File: src/rtl/pdp8_dbrk_pkg.sv
// Shared definitions for the PDP-8 data-break sequencer.
//   state_t   : sequencer states (arbitrate, wait for bus, WC/CA/data cycles)
//   DIR_*     : encoding of the per-device transfer direction bit
//   FIELD0    : memory field holding the word-count / current-address pairs
//   WORD_W    : PDP-8 word width used for WC/CA arithmetic
package pdp8_dbrk_pkg;

  typedef enum logic [2:0] {
    S_IDLE,
    S_WAIT,
    S_WC_RD,
    S_WC_WR,
    S_CA_RD,
    S_CA_WR,
    S_DATA,
    S_DONE
  } state_t;

  localparam logic        DIR_READ  = 1'b0;
  localparam logic        DIR_WRITE = 1'b1;
  localparam logic [2:0]  FIELD0    = 3'o0;
  localparam int unsigned WORD_W    = 12;

endpackage

File: src/rtl/pdp8_prio_enc.sv
// Fixed-priority encoder: lowest set request index wins.
//   i_req   : N request bits, bit 0 highest priority
//   o_idx   : index of the winning request (0 when none)
//   o_valid : at least one request is set
module pdp8_prio_enc #(
  parameter int unsigned N  = 4,
  parameter int unsigned IW = 2
) (
  input  logic [N-1:0]  i_req,
  output logic [IW-1:0] o_idx,
  output logic          o_valid
);

  // Scan from the top down so the lowest index overwrites last.
  always_comb begin
    o_idx   = '0;
    o_valid = 1'b0;
    for (int unsigned i = N; i > 0; i--) begin
      if (i_req[i-1]) begin
        o_idx   = IW'(i - 1);
        o_valid = 1'b1;
      end
    end
  end

endmodule

File: src/rtl/pdp8_dbrk.sv
// Three-cycle data-break sequencer and arbiter.
// Picks the highest-priority break requester, obtains the memory bus from
// the CPU, then runs word-count, current-address and data cycles for it.
//   i_clk, i_rst_n          : clock, asynchronous active-low reset
//   i_dev_req/dir/wca/field/wdata : per-device request and transfer setup
//   o_dev_ack, o_dev_ovf    : one-cycle completion / word-count-overflow pulses
//   o_dev_rdata             : shared read data, held until the next read
//   o_cpu_brk_req, i_cpu_brk_grant : bus handshake with the CPU
//   o_mem_* / i_mem_*       : memory access port, mem_ack completes an access
module pdp8_dbrk
  import pdp8_dbrk_pkg::*;
#(
  parameter int unsigned NDEV = 4,
  parameter int unsigned AW   = 15,
  parameter int unsigned DW   = 12
) (
  input  logic                 i_clk,
  input  logic                 i_rst_n,
  input  logic [NDEV-1:0]      i_dev_req,
  input  logic [NDEV-1:0]      i_dev_dir,
  input  logic [NDEV*12-1:0]   i_dev_wca,
  input  logic [NDEV*3-1:0]    i_dev_field,
  input  logic [NDEV*DW-1:0]   i_dev_wdata,
  output logic [NDEV-1:0]      o_dev_ack,
  output logic [NDEV-1:0]      o_dev_ovf,
  output logic [DW-1:0]        o_dev_rdata,
  output logic                 o_cpu_brk_req,
  input  logic                 i_cpu_brk_grant,
  output logic                 o_mem_req,
  output logic                 o_mem_we,
  output logic [AW-1:0]        o_mem_addr,
  output logic [DW-1:0]        o_mem_wdata,
  input  logic [DW-1:0]        i_mem_rdata,
  input  logic                 i_mem_ack
);

  localparam int unsigned IW = (NDEV > 1) ? $clog2(NDEV) : 1;

  state_t              r_state, w_state_next;
  logic [IW-1:0]       r_win, w_enc_idx;
  logic                w_enc_valid;
  logic                r_dir, r_ovf;
  logic [WORD_W-1:0]   r_wca, r_wc, r_ca;
  logic [2:0]          r_field;

  logic [WORD_W-1:0]   w_inc, w_wc_d, w_ca_d, w_ca_loc;
  logic [DW-1:0]       w_win_wdata;

  logic                w_brk_d, w_req_d, w_we_d;
  logic [AW-1:0]       w_addr_d;
  logic [DW-1:0]       w_wdata_d;
  logic [NDEV-1:0]     w_ack_d, w_ovf_d;

  pdp8_prio_enc #(.N(NDEV), .IW(IW)) u_enc (
    .i_req   (i_dev_req),
    .o_idx   (w_enc_idx),
    .o_valid (w_enc_valid)
  );

  assign w_inc       = i_mem_rdata[WORD_W-1:0] + 12'd1;
  assign w_ca_loc    = r_wca + 12'd1;
  assign w_wc_d      = (r_state == S_WC_RD && i_mem_ack) ? w_inc : r_wc;
  assign w_ca_d      = (r_state == S_CA_RD && i_mem_ack) ? w_inc : r_ca;
  assign w_win_wdata = i_dev_wdata[r_win*DW +: DW];

  // State register
  always_ff @(posedge i_clk or negedge i_rst_n) begin
    if (!i_rst_n) r_state <= S_IDLE;
    else          r_state <= w_state_next;
  end

  // Next-state logic
  always_comb begin
    w_state_next = r_state;
    case (r_state)
      S_IDLE:  if (w_enc_valid) w_state_next = S_WAIT;
      S_WAIT: begin
        if (!i_dev_req[r_win])    w_state_next = S_IDLE;
        else if (i_cpu_brk_grant) w_state_next = S_WC_RD;
      end
      S_WC_RD: if (i_mem_ack) w_state_next = S_WC_WR;
      S_WC_WR: if (i_mem_ack) w_state_next = S_CA_RD;
      S_CA_RD: if (i_mem_ack) w_state_next = S_CA_WR;
      S_CA_WR: if (i_mem_ack) w_state_next = S_DATA;
      S_DATA:  if (i_mem_ack) w_state_next = S_DONE;
      S_DONE:  w_state_next = S_IDLE;
      default: w_state_next = S_IDLE;
    endcase
  end

  // Output logic: computes the values the output registers take at the next
  // edge from the next state, so every output is a flop yet lines up with
  // the state it belongs to.
  always_comb begin
    w_brk_d   = (w_state_next != S_IDLE);
    w_req_d   = 1'b0;
    w_we_d    = 1'b0;
    w_addr_d  = '0;
    w_wdata_d = '0;
    w_ack_d   = '0;
    w_ovf_d   = '0;
    case (w_state_next)
      S_WC_RD: begin
        w_req_d  = 1'b1;
        w_addr_d = {FIELD0, r_wca};
      end
      S_WC_WR: begin
        w_req_d   = 1'b1;
        w_we_d    = 1'b1;
        w_addr_d  = {FIELD0, r_wca};
        w_wdata_d = w_wc_d;
      end
      S_CA_RD: begin
        w_req_d  = 1'b1;
        w_addr_d = {FIELD0, w_ca_loc};
      end
      S_CA_WR: begin
        w_req_d   = 1'b1;
        w_we_d    = 1'b1;
        w_addr_d  = {FIELD0, w_ca_loc};
        w_wdata_d = w_ca_d;
      end
      S_DATA: begin
        w_req_d  = 1'b1;
        w_we_d   = (r_dir == DIR_WRITE);
        w_addr_d = {r_field, w_ca_d};
        // Device write data is captured once on entry and then held.
        if (r_state == S_DATA)        w_wdata_d = o_mem_wdata;
        else if (r_dir == DIR_WRITE)  w_wdata_d = w_win_wdata;
      end
      S_DONE: begin
        w_ack_d[r_win] = 1'b1;
        w_ovf_d[r_win] = r_ovf;
      end
      default: ;
    endcase
  end

  // Output and datapath registers
  always_ff @(posedge i_clk or negedge i_rst_n) begin
    if (!i_rst_n) begin
      o_cpu_brk_req <= 1'b0;
      o_mem_req     <= 1'b0;
      o_mem_we      <= 1'b0;
      o_mem_addr    <= '0;
      o_mem_wdata   <= '0;
      o_dev_ack     <= '0;
      o_dev_ovf     <= '0;
      o_dev_rdata   <= '0;
      r_win         <= '0;
      r_dir         <= DIR_READ;
      r_wca         <= '0;
      r_field       <= '0;
      r_wc          <= '0;
      r_ca          <= '0;
      r_ovf         <= 1'b0;
    end else begin
      o_cpu_brk_req <= w_brk_d;
      o_mem_req     <= w_req_d;
      o_mem_we      <= w_we_d;
      o_mem_addr    <= w_addr_d;
      o_mem_wdata   <= w_wdata_d;
      o_dev_ack     <= w_ack_d;
      o_dev_ovf     <= w_ovf_d;
      r_wc          <= w_wc_d;
      r_ca          <= w_ca_d;
      if (r_state == S_IDLE && w_enc_valid) begin
        r_win   <= w_enc_idx;
        r_dir   <= i_dev_dir[w_enc_idx];
        r_wca   <= i_dev_wca[w_enc_idx*WORD_W +: WORD_W];
        r_field <= i_dev_field[w_enc_idx*3 +: 3];
      end
      if (r_state == S_WC_RD && i_mem_ack)
        r_ovf <= (w_inc == '0);
      if (r_state == S_DATA && i_mem_ack && r_dir == DIR_READ)
        o_dev_rdata <= i_mem_rdata;
    end
  end

endmodule

File: config.mk
export PLATFORM = sky130hd
export DESIGN_NAME = pdp8_dbrk
export DESIGN_NICKNAME = d
export VERILOG_FILES = /design/src/rtl/pdp8_dbrk_pkg.sv /design/src/rtl/pdp8_prio_enc.sv /design/src/rtl/pdp8_dbrk.sv
export SDC_FILE = /design/constraint.sdc
export NUM_CORES = 1
export LEC_CHECK = 0
export CAP_MARGIN = 20
export CELL_PAD_IN_SITES_DETAIL_PLACEMENT = 2
export CELL_PAD_IN_SITES_GLOBAL_PLACEMENT = 2
export CORE_MARGIN = 2
export CORE_UTILIZATION = 31
export CTS_BUF_LIST = sky130_fd_sc_hd__clkbuf_2
export CTS_CLUSTER_SIZE = 16
export DETAILED_ROUTE_END_ITERATION = 10
export GPL_ROUTABILITY_DRIVEN = 0
export HOLD_SLACK_MARGIN = 0.02
export PLACE_DENSITY_LB_ADDON = 0.25
export SKIP_CTS_REPAIR_TIMING = 1
export SLEW_MARGIN = 10
export SYNTH_ARGS = -nofsm -noshare
export SYNTH_HDL_FRONTEND = slang
export SYNTH_SLANG_ARGS = --single-unit
File: constraint.sdc
create_clock -name i_clk -period 4.5 [get_ports i_clk]
set_clock_uncertainty 0.1 [all_clocks]
set_input_delay 0.45 -clock i_clk [delete_from_list [all_inputs] [get_ports i_clk]]
set_output_delay 0.45 -clock i_clk [all_outputs]
set_load 0.02 [all_outputs]
==> Yosys cells after proc, flatten, opt, wreduce, memory -nomap -nowiden <==
Index checks and enable logic that the tools add are counted.
{ "word_totals": {"reg_bits": 96, "in_bits": 132, "elab_cells": 89} }
{ "classes": {"addsub": 2, "multipliers": 3, "order_cmp": 3, "eq_ne": 14, "n_shift": 3, "mux": 33, "bitwise": 2, "reduce_logical": 13} }
{ "ops": {"columns": ["op", "count"], "rows": [
  ["48-bit by 7-bit variable part select with 12-bit output", 2],
  ["12-bit 2-to-1 mux", 4],
  ["15-bit one-hot mux with 3 select lines", 1],
  ["12-bit one-hot mux with 3 select lines", 1],
  ["12-bit by 1-bit adder with 12-bit output, second input constant", 2],
  ["3-bit equality test, second input constant", 8],
  ["3-bit 2-to-1 mux", 8],
  ["3-bit one-hot mux with 8 select lines", 1],
  ["3-bit by 2-bit equality test with 1-bit output, second input constant", 4],
  ["12-bit zero test", 1],
  ["2-bit by 2-bit multiplier with 4-bit output, second input constant", 3],
  ["12-bit by 5-bit variable part select with 3-bit output", 1],
  ["1-bit 2-to-1 mux", 8],
  ["2-bit 2-to-1 mux", 4],
  ["4-bit 2-to-1 mux", 2],
  ["1-bit logical AND", 6],
  ["2-bit by 3-bit less-than comparator with 1-bit output, second input constant", 2],
  ["2-bit OR reduction", 3],
  ["5-bit OR reduction", 1],
  ["4-bit bitwise AND", 1],
  ["1-bit binary-select mux with 2-bit select", 2],
  ["3-bit by 1-bit equality test with 1-bit output, second input constant", 1],
  ["3-bit zero test", 1],
  ["3-bit nonzero test", 1],
  ["5 further kinds", 5]
]} }

==> Longest topological paths before layout <==
{ "logic_depth": {"word_depth": 9, "mapped_depth": 9, "mapped_depth_nobuf": 7} }

==> Cells and area by module <==
Synthesis repeated with hierarchy kept, for this count alone.
{ "unflattened": {"hier_cells": 487, "hier_area_um2": 5360.1} }
{ "modules_own_cells": {"columns": ["module", "instances", "cells_per_inst", "area_each_um2"], "rows": [
  ["pdp8_dbrk", 1, 480, 5325.1],
  ["pdp8_prio_enc", 1, 7, 35.0]
]} }

==> Worst setup path after synthesis <==
OpenSTA, ideal clock, no wires.
{ "synth_timing": {"path_kind": "input-to-reg", "startpoint": "input port i_dev_req[2]", "endpoint": "register r_dir", "setup_time_ps": 125, "t_arrival_ps": 1963, "t_required_ps": 4275, "setup_slack_ps": 2312, "stages": 6, "n_path_buf": 1, "path_cell_list": "inv_1 a21oi_1 nor2_2 buf_4 mux4_2 mux2_2"} }
{ "synth_between": {"elab_chain_cells": 5} }
{ "synth_lines": {"columns": ["item", "line", "source"], "rows": [
  ["start, declared", "pdp8_dbrk.sv:19", "input logic [NDEV-1:0] i_dev_req,"],
  ["2-bit 2-to-1 mux (3 in a row)", "pdp8_prio_enc.sv:19", "if (i_req[i-1]) begin"],
  ["1-bit binary-select mux with 2-bit select", "pdp8_dbrk.sv:169", "r_dir <= i_dev_dir[w_enc_idx];"],
  ["1-bit 2-to-1 mux (implied by the code)", "pdp8_dbrk.sv:169", null],
  ["end signal, assigned", "pdp8_dbrk.sv:169", null],
  ["end, declared", "pdp8_dbrk.sv:42", "logic r_dir, r_ovf;"]
]} }
Parallel ways exist; a longest one is shown, timed or not. The select of a mux whose other input is x is not followed.
A chain may end at the register's enable or synchronous reset.

==> Final worst setup path <==
{ "layout_timing": {"startpoint": "register r_state[1]", "endpoint": "register o_mem_wdata[10]"} }
{ "layout_between": {"elab_chain_cells": 5} }
{ "layout_lines": {"columns": ["item", "line", "source"], "rows": [
  ["start, declared", "pdp8_dbrk.sv:39", "state_t r_state, w_state_next;"],
  ["start signal, assigned", "pdp8_dbrk.sv:69", "else r_state <= w_state_next;"],
  ["3-bit 2-to-1 mux", "pdp8_dbrk.sv:79", "else if (i_cpu_brk_grant) w_state_next = S_WC_RD;"],
  ["3-bit 2-to-1 mux", "pdp8_dbrk.sv:78", "if (!i_dev_req[r_win]) w_state_next = S_IDLE;"],
  ["3-bit one-hot mux with 8 select lines", "pdp8_dbrk.sv:75", "case (r_state)"],
  ["3-bit equality test / 3-bit by 2-bit equality test with 1-bit output (equally long branches)", "pdp8_dbrk.sv:102", "case (w_state_next)"],
  ["12-bit one-hot mux with 3 select lines / 2-bit inequality test (equally long branches)", null, null],
  ["end signal, assigned", "pdp8_dbrk.sv:162", "o_mem_wdata <= w_wdata_d;"],
  ["end, declared", "pdp8_dbrk.sv:32", "output logic [DW-1:0] o_mem_wdata,"]
]} }
Parallel ways exist; a longest one is shown, timed or not.

==> impl_metrics.toml <==
[synthesis]
synth_cell_type_count = 56
synth-edff-count = 0
yosysWarnings = 0
synth_area_leader_cell = "dfrtp_1"
netlist_top_cells_count = "96 x dfrtp_1, 58 x nand2_1, 43 x nor2_1"
synth-seq-cells = 96
synth_top_family_by_area = "multiplexers"
synthAdderAreaFrac_pct = 0.4773
yosysSeqAreaShare_pct = 45.82
syn_nets = 611
synth-async-reset-ratio_pct = 100.0
synth_area_mm2 = 0.005243
synth.avg_cell_area_um2 = 10.99
synth_compound_area_share_pct = 12.41
postSynthCellCount = 477
yosysMostFrequentCell = "dfrtp_1"
synth_mux_area_share_pct = 19.00
synthFlopType = "dfrtp_1"
ys_top_cells_by_area = "dfrtp_1 46%, mux4_2 12%, mux2_2 6.0%, nand2_1 4.2%, nor2_1 3.1%"
synth_top_area_share_pct = 45.82
yosys.area_share.simple_pct = 15.11
synth-xor-area-share_pct = 2.673

[timing]
post-route-min-period_ns = 2.664
hold_viol = 0
finalSetupTns_ns = 0
finalSetupViolCount = 0
period_share_pct = 59.20
rsz0062_at_grt = "false"
drv_slew = 0
slew-limit-headroom_pct = 45.00
clock.fmax_mhz = 375.4
tightest_slew_ns = 0.8250

[worst_setup_path]
r2r-start = "r_state[1]$_DFF_PN0_"
reg2regPathDepth = 7
critical-path-top-delay-family = "flip-flops"
crit_path_max_fanout = 20
path_cells = "xnor2_1 -> o21ai_0 -> a22oi_2 -> buf_4 -> and3_1 -> a22oi_1 -> a22oi_1"
cpMaxStageDelayCell = "dfrtp_1"
required_ns = 4.94
critPathMaxStageDelay_ns = 0.78
cp_common_cell = "a22oi_1"
ff2ff_setup_slack_ns = 1.84
start_kind = "flip-flop"
r2r-end = "o_mem_wdata[10]$_DFFE_PN0P_"
worstSetupPathType = "flip-flop to flip-flop"
path_buf_inv = 1
cp_data_arrival_time_ns = 3.11
crit_path_end_kind = "flip-flop"

[global_route]
antenna_found_initial = 0
grt_usage_pct = 19.69
grt_pass1_vias = 5081
grt_overflow_total = 0
grt_max_degree = 60
grt_pass1_wl_um = 27370

[place]
placed_cell_area_mm2 = 0.007188
dp.cells = 853
io_buffers = 181
dp_hpwl_um = 13710

[floorplan]
die_area_mm2 = 0.01797
pin_count = 182
start_util_pct = 31.61
die_width_um = 134.0
die_h_um = 134.0
core_mm2 = 0.01658
rows = 47

[flow_run]
max-cap-violations = 0

[cells_and_area]
layout.nets = 779
drive_gt1_share_pct = 14.77
area_growth_pct = 39.47
final_cells = 870
diodes = 0
stdcell_area_mm2 = 0.007312

[cts]
path_clk_slew_ns = 0.28
cts_sinks = 96
root_buffer = "clkbuf_2"
cts_buffers = 9
htree_levels = 3
clk_latency_ns = 0.62
cts_max_path_buffers = 2
cts_tree = "done"

[min_path]
hp-class = "input pin to asynchronous set/reset pin"

[drt]
first_pass_iters = 4
drt-initial-drc-count = 179
finalWirelength_um = 17220
wl_per_cell_um = 19.79
num_vias = 4489
drc = 0
postRouteAntennaNets = 0
via_per_inst = 5.160

[power_and_ir_drop]
p_leak_nw = 2.908
p_sw_mw = 1.649
p_clk_share_pct = 11.5
comb_power_share_pct = 51.2
intPower_mw = 2.211
power_mw = 3.860
swShare_pct = 42.72
ir_drop_v = 0.0001586
powerDensity_mw_per_mm2 = 527.9
p_seq_share_pct = 37.3

[run_status]
status = "finished clean"
[per-stage QoR]
step / worst slack (ns) / hold WS [ns] / util [%]
after floorplan: 2.312 / 0.05441 / -
after global placement: 1.490 / 0.3709 / 43.35
after detailed placement: 1.383 / 0.3841 / 43.35
after CTS: 1.832 / -0.2501 / 44.03
after global routing: 1.656 / 0.3249 / 44.09
final: 1.836 / 0.3283 / 44.09
[kinds of logic (layout without fill, tap and decap cells)]
logic type,Yosys count,in the layout
mux,61,61
compound gates,96,96
fa+ha+maj,2,2
simple gates,162,162
buf+inv,44,217
xor+xnor,16,16
flops,96,96
[worst reg2reg max path: stages, from the launching register on]
cell and delay, ns:
dfrtp_1 0.78, xnor2_1 0.18, o21ai_0 0.13, a22oi_2 0.20, buf_4 0.27, and3_1 0.57
a22oi_1 0.19, a22oi_1 0.19
[routing by layer]
metal / vias up / wire length, um / global-route usage (%)
met5: - / 0 / 0
met4: 0 / 449 / 7.895
met3: 26 / 952 / 4.535
met2: 127 / 9061 / 35.36
met1: 2269 / 6752 / 22.69
li1: 2067 / - / -
[worst max path at each step]
stage | start | end | slack [ns] | cells past startpoint
2_1_floorplan | i_dev_req[2] | r_dir$_DFFE_PN0P_ | 2.31 | 6
3_3_place_gp | i_dev_req[2] | o_mem_wdata[10]$_DFFE_PN0P_ | 1.49 | 8
3_5_place_dp | i_dev_req[2] | o_mem_wdata[10]$_DFFE_PN0P_ | 1.38 | 8
4_1_cts | r_state[1]$_DFF_PN0_ | o_mem_wdata[10]$_DFFE_PN0P_ | 1.83 | 7
5_1_grt | r_state[1]$_DFF_PN0_ | o_mem_wdata[10]$_DFFE_PN0P_ | 1.66 | 7
6_report | r_state[1]$_DFF_PN0_ | o_mem_wdata[10]$_DFFE_PN0P_ | 1.84 | 7
[registers in the layout, summed over array words and instances, names as in the netlist, 2 cells and up]
| name | cells |
|---|---|
| o_dev_ack | 4 |
| o_dev_ovf | 4 |
| o_dev_rdata | 12 |
| o_mem_addr | 15 |
| o_mem_wdata | 12 |
| r_ca | 12 |
| r_field | 3 |
| r_state | 3 |
| r_wc | 12 |
| r_wca | 12 |
| r_win | 2 |
[layout make-up]
| class | count | area (um^2) |
|---|---|---|
| fill | 1740 | 9271 |
| multi-input combinational | 337 | 2604 |
| sequential | 96 | 2402 |
| timing repair buffer | 189 | 1872 |
| tap | 220 | 275.3 |
| clock inverter | 7 | 68.82 |
| clock buffer | 9 | 45.04 |
| inverter | 12 | 45.04 |
[power by group through the flow]
stage	combinational [mW]	sequential, mW	clock [mW]
after floorplan	1.17	1.53	0
after global placement	1.94	1.44	0
after detailed placement	2.00	1.47	0
after CTS	2.01	1.45	0.460
after global routing	2.16	1.50	0.498
final	1.98	1.44	0.442
[cell usage in the layout, fill, tap and decap left out, types with 8 or more instances in the layout]
master	n
clkdlybuf4s50_1	180
dfrtp_1	96
nand2_1	58
nor2_1	43
mux4_2	28
mux2_2	28
o21ai_0	23
and3_1	18
o21ai_1	15
a21oi_1	13
nor3_1	12
inv_1	11
xnor2_1	9
clkbuf_2	9
buf_4	8
Power figures use the tool's default switching activity.
==> RTL edit: new RTL, same settings <==
Remove the register `o_dev_ovf`: a continuous assignment takes its place, so the output `o_dev_ovf` follows one clock earlier. Comments in the files are not updated.
--- a/src/rtl/pdp8_dbrk.sv
+++ b/src/rtl/pdp8_dbrk.sv
@@ -146,5 +146,4 @@
       o_mem_wdata   <= '0;
       o_dev_ack     <= '0;
-      o_dev_ovf     <= '0;
       o_dev_rdata   <= '0;
       r_win         <= '0;
@@ -162,5 +161,4 @@
       o_mem_wdata   <= w_wdata_d;
       o_dev_ack     <= w_ack_d;
-      o_dev_ovf     <= w_ovf_d;
       r_wc          <= w_wc_d;
       r_ca          <= w_ca_d;
@@ -178,4 +176,6 @@
   end
 
+  assign o_dev_ovf = w_ovf_d;
+
 endmodule
 
Formal check against the unedited RTL: not equivalent (a bounded check fails within 10 cycles, from zero or initial values and one cycle with i_rst_n low).
==> RTL edit against the unedited design <==
  * Worst hold slack worse by 10 ps
  * Sequential cell count down 4
  * Final area increased by 0.79%
  * Via count grew 10%
  * Synthesized area about the same
  * Power up 0.50%
  * Highest routed layer unchanged
  * Final cell count increased by 8.2%
  * Critical path depth decreased by 3
  * Non-clock buffer count up 2
  * Sequential power hardly changed
  * Setup slack worse by 660 ps
  * Routed wire length increased by 9.8%
==> RTL edit: results (changes against the unedited design) <==
drt via density 5.27 (was 5.16); Internal 2.20 mW (was 2.21 mW); Peak VDD IR 178 uV (was 159 uV); Synth Net Count 685 (was 611); status finished, final reports clean (unchanged); placed cells 921 (was 853); Static Leak 2.95 nW (was 2.91 nW); initial antenna violation count 1 (was 0); routed length on met2 9800 um (was 9060 um); Max Fanout on Critical Path 21 (was 20); syn avg cell area 9.51 um2 (was 11.0 um2); initial DRC count 271 (was 179); WL met3 1120 um (was 952 um); Worst path max stage delay 810 ps (was 780 ps); Layout Cells excl Fill 941 (was 870); synth cell count leaders 92 x dfrtp_1, 85 x nand2_1, 43 x nor2_1, 27 x a211oi_1, 25 x o21ai_0 (was 96 x dfrtp_1, 58 x nand2_1, 43 x nor2_1, 28 x mux2_2, 28 x mux4_2); Clock Latency Late Sink 600 ps (was 620 ps); global-route wire length before repair 30400 um (was 27400 um); vias in the first global route 5580 (was 5081); pin count of the biggest net entering global routing 58 (was 60); GRT Total Usage 21.6% (was 19.7%); DRT Wirelength 18900 um (was 17200 um); Area contributors post-synth dfrtp_1 44%, nand2_1 6.1%, mux4_2 5.2%, a211oi_1 3.9%, a311oi_1 3.2% (was dfrtp_1 46%, mux4_2 12%, mux2_2 6.0%, nand2_1 4.2%, nor2_1 3.1%); synth unique cells 57 (was 56); dpl cell area 7170 um2 (was 7190 um2); Critical Path AT 2780 ps (was 3110 ps)
## RTL edit: cell types whose count changed after synthesis, moves of 6 or more
| cell | delta |
|---|---|
| a21oi_1 | +9 |
| mux4_2 | -16 |
| nor3b_1 | +8 |
| a211oi_1 | +20 |
| a21o_1 | +14 |
| mux2_2 | -16 |
| and3_1 | -12 |
| nand2_1 | +27 |
| and2_1 | +16 |
| buf_2 | -10 |
| clkbuf_1 | +12 |
| nor3b_2 | +6 |
| a311oi_1 | +19 |
## RTL edit: cells by family after synthesis
logic type	synth area share, %
adder cells (fa/ha/maj)	0.478
multiplexers	8.69
flip-flops	43.9
XOR/XNOR	2.67
buffers and inverters	5.11
AO/OA/AOI/OAI	18.9
AND/OR/NAND/NOR	20.2
## RTL edit: worst reg2reg max path, delay by kind of cell, from the launching register on
| kind | cells | cell delay (ps) |
|---|---|---|
| AO/OA/AOI/OAI | 1 | 200 |
| multiplexers | 1 | 400 |
| AND/OR/NAND/NOR | 4 | 1430 |
| flip-flops | 1 | 930 |
## RTL edit: power groups by stage
stage          clock, mW  combinational [mW]  sequential, mW
3_3_place_gp           0                1.82            1.46
4_1_cts            0.509                1.93            1.47
6_report           0.491                1.95            1.44
2_1_floorplan          0                1.15            1.47
3_5_place_dp           0                1.91            1.49
5_1_grt            0.554                2.13            1.49
## RTL edit: area by class of cell
cell class | instances | area (um2) | share of cell area (%)
well taps | 220 | 275 | 3.74
clock inverters | 7 | 98.8 | 1.34
repair buffers | 191 | 1910 | 26.0
inverters | 14 | 55.1 | 0.747
diodes | 1 | 2.50 | 0.0340
flip-flops and latches | 92 | 2300 | 31.2
multi-input cells | 407 | 2680 | 36.3
clock buffers | 9 | 45.0 | 0.611
## RTL edit: layer usage
layer  track usage [%]  vias up
met1              25.0     2445
met2              39.5      170
met5                 0        -
met4              6.86        0
li1                  -     2317
met3              4.72       27
## RTL edit: stage by stage
stage / setup WS, ps / hold WS, ps
2_1_floorplan: 2570 / 54.4
6_report: 1170 / 318
3_3_place_gp: 1430 / 355
3_5_place_dp: 1250 / 370
4_1_cts: 974 / -222
5_1_grt: 916 / 324
## RTL edit: worst paths after layout
path                       startpoint        endpoint  slack [ps]  depth (start not counted)
min reg2reg                r_field[0]      r_field[0]         410                          1
max                        r_state[2]    o_dev_ovf[2]        1170                          4
max in group asynchronous     i_rst_n  o_mem_wdata[9]        2990                          3
min in group i_clk         r_field[0]      r_field[0]         410                          1
max reg2reg                  r_win[1]  o_mem_wdata[1]        1310                          6
min                           i_rst_n    o_dev_ack[1]         320                          2
